## src/rtl/usb_fifo_byte_reader_pkg.sv

```systemverilog
// Shared constants for the USB capture-FIFO byte reader: register map,
// control bit positions, the empty-buffer filler byte and the status byte layout.
package usb_fifo_byte_reader_pkg;

  localparam int         BYTECNT_SIZE    = 7;
  localparam logic [7:0] FIFO_ADDR       = 8'd3;
  localparam logic [7:0] CTRL_ADDR       = 8'd4;
  localparam int         CTRL_ENABLE_BIT = 0;
  localparam int         CTRL_FLUSH_BIT  = 1;
  localparam logic [7:0] UNDERFLOW_FILL  = 8'hEE;

  function automatic logic [7:0] status_byte(input logic uf, input logic [1:0] cnt,
                                             input logic en);
    return {4'b0000, uf, cnt, en};
  endfunction

endpackage

```

## src/rtl/usb_fifo_byte_reader_prefetch_buf.sv

```systemverilog
// Two-entry 32-bit prefetch ring. Push and pop in the same cycle keep word order;
// a pop against an empty ring is reported and otherwise ignored.
module usb_fifo_byte_reader_prefetch_buf
  import usb_fifo_byte_reader_pkg::*;
(
  input  logic        clk,
  input  logic        reset,
  input  logic        flush,
  input  logic        push,
  input  logic [31:0] push_data,
  input  logic        pop,
  output logic [31:0] head,
  output logic [1:0]  count,
  output logic        pop_empty
);

  logic [31:0] mem [2];
  logic        head_ptr;
  logic        tail_ptr;
  logic        pop_ok;

  assign pop_ok    = pop & (count != 2'd0);
  assign pop_empty = pop & (count == 2'd0);
  assign head      = mem[head_ptr];

  // Ring pointers and occupancy; flush and reset empty the ring in one cycle.
  always_ff @(posedge clk) begin
    if (reset | flush) begin
      head_ptr <= 1'b0;
      tail_ptr <= 1'b0;
      count    <= 2'd0;
    end else begin
      if (push) tail_ptr <= ~tail_ptr;
      else      tail_ptr <= tail_ptr;
      if (pop_ok) head_ptr <= ~head_ptr;
      else        head_ptr <= head_ptr;
      case ({push, pop_ok})
        2'b10:   count <= count + 2'd1;
        2'b01:   count <= count - 2'd1;
        default: count <= count;
      endcase
    end
  end

  // Word storage; a fill arriving during reset or flush is dropped.
  always_ff @(posedge clk) begin
    if (push & ~reset & ~flush) mem[tail_ptr] <= push_data;
  end

endmodule

```

## src/rtl/usb_fifo_byte_reader.sv

```systemverilog
// Byte-wide reader of the 32-bit capture FIFO for the USB register bus, with a
// two-word prefetch, bus-hold request and a control/status register.
module usb_fifo_byte_reader
  import usb_fifo_byte_reader_pkg::*;
#(
  parameter int         pBYTECNT_SIZE = BYTECNT_SIZE,
  parameter logic [7:0] pFIFO_ADDR    = FIFO_ADDR,
  parameter logic [7:0] pCTRL_ADDR    = CTRL_ADDR
) (
  input  logic                     clk_usb,
  input  logic                     reset,
  input  logic [7:0]               reg_address,
  input  logic [pBYTECNT_SIZE-1:0] reg_bytecnt,
  input  logic [7:0]               reg_datao,
  input  logic                     reg_read,
  input  logic                     reg_write,
  output logic [7:0]               reg_datai,
  output logic                     fast_fifo_read,
  output logic                     fifo_rd_en,
  input  logic [31:0]              fifo_dout,
  input  logic                     fifo_empty,
  output logic                     underflow
);

  logic        enable;
  logic        inflight;
  logic        reg_read_r;
  logic        ctrl_write;
  logic        flush;
  logic        pop;
  logic        push;
  logic        issue;
  logic        pop_empty;
  logic [31:0] head;
  logic [1:0]  count;
  logic [7:0]  head_byte;
  logic [7:0]  datai_next;
  logic        unused_bits;

  assign unused_bits = ^{reg_bytecnt[pBYTECNT_SIZE-1:2], reg_datao[7:2]};

  assign ctrl_write = reg_write & (reg_address == pCTRL_ADDR);
  assign flush      = ctrl_write & reg_datao[CTRL_FLUSH_BIT];
  // A word is consumed when the host finishes reading its last byte.
  assign pop        = reg_read_r & ~reg_read & (reg_address == pFIFO_ADDR) &
                      (reg_bytecnt[1:0] == 2'd3);
  assign push       = inflight & ~flush;
  assign issue      = enable & ~fifo_empty & ~inflight & (count < 2'd2) & ~flush & ~reset;

  assign fifo_rd_en     = issue;
  assign fast_fifo_read = enable;

  usb_fifo_byte_reader_prefetch_buf u_buf (
    .clk       (clk_usb),
    .reset     (reset),
    .flush     (flush),
    .push      (push),
    .push_data (fifo_dout),
    .pop       (pop),
    .head      (head),
    .count     (count),
    .pop_empty (pop_empty)
  );

  // Control state, read-strobe history, fetch tracking and sticky underflow.
  always_ff @(posedge clk_usb) begin
    if (reset) begin
      enable     <= 1'b0;
      inflight   <= 1'b0;
      reg_read_r <= 1'b0;
      underflow  <= 1'b0;
    end else begin
      reg_read_r <= reg_read;
      inflight   <= issue;
      if (ctrl_write) enable <= reg_datao[CTRL_ENABLE_BIT];
      else            enable <= enable;
      if (flush)          underflow <= 1'b0;
      else if (pop_empty) underflow <= 1'b1;
      else                underflow <= underflow;
    end
  end

  // Read-data mux: head-word byte lane, status byte, or zero.
  always_comb begin
    head_byte  = 8'h00;
    datai_next = 8'h00;
    case (reg_bytecnt[1:0])
      2'd0:    head_byte = head[7:0];
      2'd1:    head_byte = head[15:8];
      2'd2:    head_byte = head[23:16];
      default: head_byte = head[31:24];
    endcase
    if (reg_address == pFIFO_ADDR) begin
      if (count == 2'd0) datai_next = UNDERFLOW_FILL;
      else               datai_next = head_byte;
    end else if (reg_address == pCTRL_ADDR) begin
      datai_next = status_byte(underflow, count, enable);
    end else begin
      datai_next = 8'h00;
    end
  end

  // Registered read data for the front end's one-clock read contract.
  always_ff @(posedge clk_usb) begin
    if (reset) reg_datai <= 8'h00;
    else       reg_datai <= datai_next;
  end

endmodule

```

## config.mk

```make
export PLATFORM = sky130hd
export DESIGN_NAME = usb_fifo_byte_reader
export DESIGN_NICKNAME = d
export VERILOG_FILES = /design/src/rtl/usb_fifo_byte_reader_pkg.sv /design/src/rtl/usb_fifo_byte_reader_prefetch_buf.sv /design/src/rtl/usb_fifo_byte_reader.sv
export SDC_FILE = /design/constraint.sdc
export NUM_CORES = 1
export LEC_CHECK = 0
export CAP_MARGIN = 40
export CORE_MARGIN = 2
export CORE_UTILIZATION = 50
export DETAILED_ROUTE_END_ITERATION = 16
export GPL_TIMING_DRIVEN = 0
export PLACE_DENSITY_LB_ADDON = 0.25
export SETUP_SLACK_MARGIN = 0.2
export SYNTH_ARGS = -nofsm -noshare
export SYNTH_HDL_FRONTEND = slang
export SYNTH_HIERARCHICAL = 1
export SYNTH_SLANG_ARGS = --single-unit
export TNS_END_PERCENT = 1
```

## constraint.sdc

```tcl
create_clock -name clk_usb -period 6 [get_ports clk_usb]
set_input_delay 0.9 -clock clk_usb [delete_from_list [all_inputs] [get_ports clk_usb]]
set_output_delay 0.9 -clock clk_usb [all_outputs]
set_load 0.01 [all_outputs]
```

Yosys cells after proc, flatten, opt, wreduce, memory -nomap -nowiden
Memories as Yosys holds them, arrays and structs flattened. A register that Yosys moved wholly into a read port is not among the register bits.
Index checks and enable logic that the tools add are counted.

operators by class
  add/sub/neg operators = 2
  magnitude comparators = 1
  equal/unequal tests = 7
  muxes and demuxes = 9
  bitwise operators = 23
  reductions and logical operators = 5

operator list
  cell                   number
  $pmux W8 S3            1
  $mux W8                2
  $and A1 B1 Y1          15
  $eq A8 B2 Y1 const B   1
  $eq A8 B3 Y1 const B   1
  $not A1 Y1             7
  $eq A2 B2 Y1 const B   3
  $eq A2 B1 Y1 const B   2
  $logic_not A2 Y1       2
  $mux W1                4
  $mux W4                1
  $pmux W2 S2            1
  $reduce_bool A2 Y1     2
  $add A2 B1 Y2 const B  1
  $lt A2 B2 Y1 const B   1
  $reduce_or A2 Y1       1
  $sub A2 B1 Y2 const B  1
  $or A1 B1 Y1           1

storage, ports and cells
  register bits = 16
  bits in writable memories = 64
  input port bits = 60
  output and inout bits = 11
  logic and storage cells = 56
  memories kept = 1

memories
  name       depth  width  read ports  clocked after memory_dff  wr ports  line                                     RTL
  u_buf.mem  2      32     1           1                         1         usb_fifo_byte_reader_prefetch_buf.sv:17  logic [31:0] mem [2];

Logic depth before layout (Yosys ltp)
  depth in word-level cells = 9
  mapped depth = 9
  mapped depth without buffers = 8

By module
Netlist, hierarchy kept.

by module, submodules not included
  module                             times used  cells each  area each (µm²)  sequential area each (µm²)
  usb_fifo_byte_reader_prefetch_buf  1           123         2529.9           2021.9
  usb_fifo_byte_reader               1           62          734.5            240.2

Worst setup path after synthesis
No wires, ideal clock.

  path kind = input to register
  from = input port reg_address[4]
  to = memory u_buf.mem[0][0] (enable)
  library setup time = 502 ps
  data arrival time = 4885 ps
  required time = 5498 ps
  setup slack = 613 ps
  cell stages on the path = 6
  buffers on the path = 1
  cell sequence = or4_1 > buf_2 > and4bb_2 > nor2b_1 > inv_1 > nor4_1

on the way
  longest elaborated chain between the ends = 9

ends and longest elaborated chain
  item                           line                                     RTL
  start: declaration             usb_fifo_byte_reader.sv:12               input logic [7:0] reg_address,
  $eq A8 B3 Y1                   usb_fifo_byte_reader.sv:42               assign ctrl_write = reg_write & (reg_address == pCTRL_ADDR);
  $and A1 B1 Y1                  usb_fifo_byte_reader.sv:42
  $and A1 B1 Y1                  usb_fifo_byte_reader.sv:43               assign flush = ctrl_write & reg_datao[CTRL_FLUSH_BIT];
  net flush                      usb_fifo_byte_reader.sv:29               logic flush;
  $not A1 Y1                     usb_fifo_byte_reader.sv:47               assign push = inflight & ~flush;
  $and A1 B1 Y1                  usb_fifo_byte_reader.sv:47
  net push                       usb_fifo_byte_reader.sv:31               logic push;
  $and A1 B1 Y1 (2 in series)    usb_fifo_byte_reader_prefetch_buf.sv:47  if (push & ~reset & ~flush) mem[tail_ptr] <= push_data;
  $mux W1                        usb_fifo_byte_reader_prefetch_buf.sv:47
  $mux W1 (implied by the code)  usb_fifo_byte_reader_prefetch_buf.sv:47
  end: declaration               usb_fifo_byte_reader_prefetch_buf.sv:17

The timed path passes the listed nets, and every way through them passes these cells.

Final worst setup path
  from = input port reg_address[5]
  to = output port fifo_rd_en

on the way
  longest elaborated chain between the ends = 6

ends and longest elaborated chain
  item                         line                        RTL
  $eq A8 B3 Y1                 usb_fifo_byte_reader.sv:42
  $and A1 B1 Y1                usb_fifo_byte_reader.sv:42
  $and A1 B1 Y1                usb_fifo_byte_reader.sv:43
  net flush                    usb_fifo_byte_reader.sv:29
  $not A1 Y1                   usb_fifo_byte_reader.sv:48  assign issue = enable & ~fifo_empty & ~inflight & (count < 2'd2) & ~flush & ~reset;
  $and A1 B1 Y1 (2 in series)  usb_fifo_byte_reader.sv:48
  end: declaration             usb_fifo_byte_reader.sv:19  output logic fifo_rd_en,

The timed path passes the listed nets, and every way through them passes these cells.

==> results.sh <==
export IMPL_rows=29
export IMPL_cts_tree="done"
export IMPL_diodes=0
export IMPL_drive_gt1_share_pct=26.24
export IMPL_fin_area_um2=4187
export IMPL_placed_area_um2=3974
export IMPL_worstHoldStart="inflight"
export IMPL_yosys_area_top_type_share_pct=58.87
export IMPL_drv_slew=0
export IMPL_dieArea_um2=7191
export IMPL_critPathKind="in2out"
export IMPL_setup_slack_ns=2.047
export IMPL_period_needed_ns=3.954
export IMPL_firstDrtPassIters=4
export IMPL_fp_dieW_um=84.80
export IMPL_synth_largest_area_cell="edfxtp_1"
export IMPL_rrSetupSlack_ns=3.89
export IMPL_coreArea_um2=6350
export IMPL_start_util_pct=51.41
export IMPL_crit_fanout=10
export IMPL_holdWs_ns=0.5227
export IMPL_crit_start="reg_address[5]"
export IMPL_hold_depth=2
export IMPL_setup_viol=0
export IMPL_grt_pass1_wl_um=9653
export IMPL_cts_clk_slew_worst_paths_ns=0.07
export IMPL_cts_inserted_buffers=9
export IMPL_antenna_found_initial=0
export IMPL_grt_overflow=0
export IMPL_ys_warn_count=6
export IMPL_rr_worst_depth=6
export IMPL_synth_common_cells="edfxtp_1, mux2_2, dfxtp_1, mux4_2, nor3_1"
export IMPL_grt_max_degree=33
export IMPL_grt_pass1_vias=1987
export IMPL_die_h_um=84.80
export IMPL_cts_setup_buffers=0
export IMPL_wire_per_inst_um=17.66
export IMPL_clock_sinks=81
export IMPL_worst_ir_drop_vdd_mv=0.1881
export IMPL_gp_congestion=0.7702
export IMPL_cts_root_buf="clkbuf_8"
export IMPL_syn_num_nets=246
export IMPL_powerDensity_nw_per_um2=257.0
export IMPL_route_detailed_drc=0
export IMPL_synth_enable_flop_cells=64
export IMPL_rr_endpoint="u_buf/mem[0][23]"
export IMPL_grt_use_total_pct=18.21
export IMPL_wirelength_um=6003
export IMPL_start_kind="primary input"
export IMPL_via_per_inst=5.444
export IMPL_yosysMostFrequentCell="edfxtp_1"
export IMPL_critical_path_required_ns=5.10
export IMPL_layout_worst_path_cycle_share_pct=65.89
export IMPL_tns_ns=0
export IMPL_vias=1851
export IMPL_ant_nets=0
export IMPL_end_kind="primary output"
export IMPL_p_total_w=0.001076
export IMPL_max_slew_margin_pct=46.75
export IMPL_whs_endpoint="inflight"
export IMPL_io_pins=71
export IMPL_netlist_instances=185
export IMPL_synth_ff_type="edfxtp_1"
export IMPL_clk_latency_ns=0.34
export IMPL_min_path_type="reg2reg"
export IMPL_dp_hpwl_um=4106
export IMPL_synth_cell_types=38
export IMPL_drtIter0Drc=106
export IMPL_clock_path_buffers=2
export IMPL_yosysSeqAreaShare_pct=69.30
export IMPL_outcome="finished, final reports clean"
export IMPL_syn_to_final_growth_pct=28.25
export IMPL_cts_max_level=3
export IMPL_dp_slack_ns=2.014
export IMPL_synth_area_leaders="edfxtp_1, dfxtp_1, mux2_2"
export IMPL_arrival_ns=3.05
export IMPL_leakage_nw=1.365
export IMPL_synthArstFlopShare_pct=0
export IMPL_tightest_slew_ns=0.7987
export IMPL_rr_startpoint="inflight"
export IMPL_synth_cell_area_um2=3264
export IMPL_cts_resized=0
export IMPL_clock_skew_ns=0.006382
export IMPL_maxCapViolCount=0
export IMPL_cts_hold_buf=0
export IMPL_syn_avg_cell_area_um2=17.65
export IMPL_rsz0062_at_grt="false"
export IMPL_max_freq_mhz=252.9
export IMPL_io_buffer_count=57
export IMPL_fin_nets=319
export IMPL_hold_violations=0
export IMPL_ys_seq_elements=81
-- how the worst max path moves through the flow --
stage                                 end  slack, ns  cells past startpoint
final                          fifo_rd_en       2.05                      6
after global routing           fifo_rd_en       1.96                      5
after CTS                      fifo_rd_en       2.02                      6
after detailed placement       fifo_rd_en       2.01                      6
after global placement    u_buf/mem[0][1]      -1.77                      7
after floorplan           u_buf/mem[0][0]       0.61                      6
-- power breakdown --
| part | switching (W) | internal [W] |
|---|---|---|
| clock network | 0.000177 | 0.000244 |
| registers | 0.000000123 | 0.000604 |
| logic | 0.0000173 | 0.0000339 |
-- worst max-delay path, cell delays in order --
cell and delay [ns]:
clkdlybuf4s50_1 0.39, or4_1 0.52, buf_2 0.20, and4bb_2 0.46
nor3_1 0.09, clkdlybuf4s50_1 0.50
-- cell families (layout without fill, tap and decap cells) --
family | count (synthesis) | in the layout | share of synthesized area, %
buffers and inverters | 9 | 87 | 1.456
XOR/XNOR | 4 | 4 | 1.073
flip-flops | 81 | 81 | 69.30
AO/OA/AOI/OAI | 11 | 11 | 2.721
multiplexers | 41 | 41 | 16.86
AND/OR/NAND/NOR | 38 | 38 | 8.202
adder cells (fa/ha/maj) | 1 | 1 | 0.3832
-- cells in the final DEF (no fill, tap or decap), drive strengths merged, types with 2 or more instances in the layout --
| master | n |
|---|---|
| and2 | 4 |
| and4bb | 2 |
| buf | 10 |
| bufinv | 2 |
| clkbuf | 15 |
| clkdlybuf4s50 | 57 |
| clkinv | 2 |
| dfxtp | 17 |
| edfxtp | 64 |
| mux2 | 32 |
| mux4 | 8 |
| nand2b | 2 |
| nand3b | 3 |
| nor2 | 4 |
| nor2b | 2 |
| nor3 | 8 |
| nor3b | 2 |
| nor4 | 3 |
| o21a | 4 |
| o21ai | 2 |
| o221a | 3 |
| xnor2 | 3 |
-- layer usage --
metal | track usage, % | vias up | routed length, um
li1 | - | 876 | -
met1 | 22.75 | 911 | 2686
met2 | 30.06 | 56 | 2979
met3 | 5.211 | 8 | 269
met4 | 7.359 | 0 | 68
met5 | 0 | - | 0
-- cell type report --
class | instances | area, um2
buffer | 8 | 43.79
multi-input combinational | 95 | 962.2
sequential | 81 | 2262
tap | 77 | 96.34
clock inverter | 4 | 67.56
fill | 457 | 2163
timing repair buffer | 62 | 605.6
inverter | 1 | 3.754
clock buffer | 12 | 145.1
-- state kept, by name, indices dropped and copies added (netlist names), named ones only --
name	count
u_buf/count	2
underflow	1
u_buf/head_ptr	1
u_buf/mem	64
reg_read_r	1
u_buf/tail_ptr	1
inflight	1
reg_datai	8
fast_fifo_read	1
-- through the flow --
stage,utilization [%],cells
finish,65.93,340
detailed placement,62.58,324
floorplan,-,185
global placement,61.91,319
CTS,65.93,340
global route,65.93,340
(Power assumes the default switching activity.)
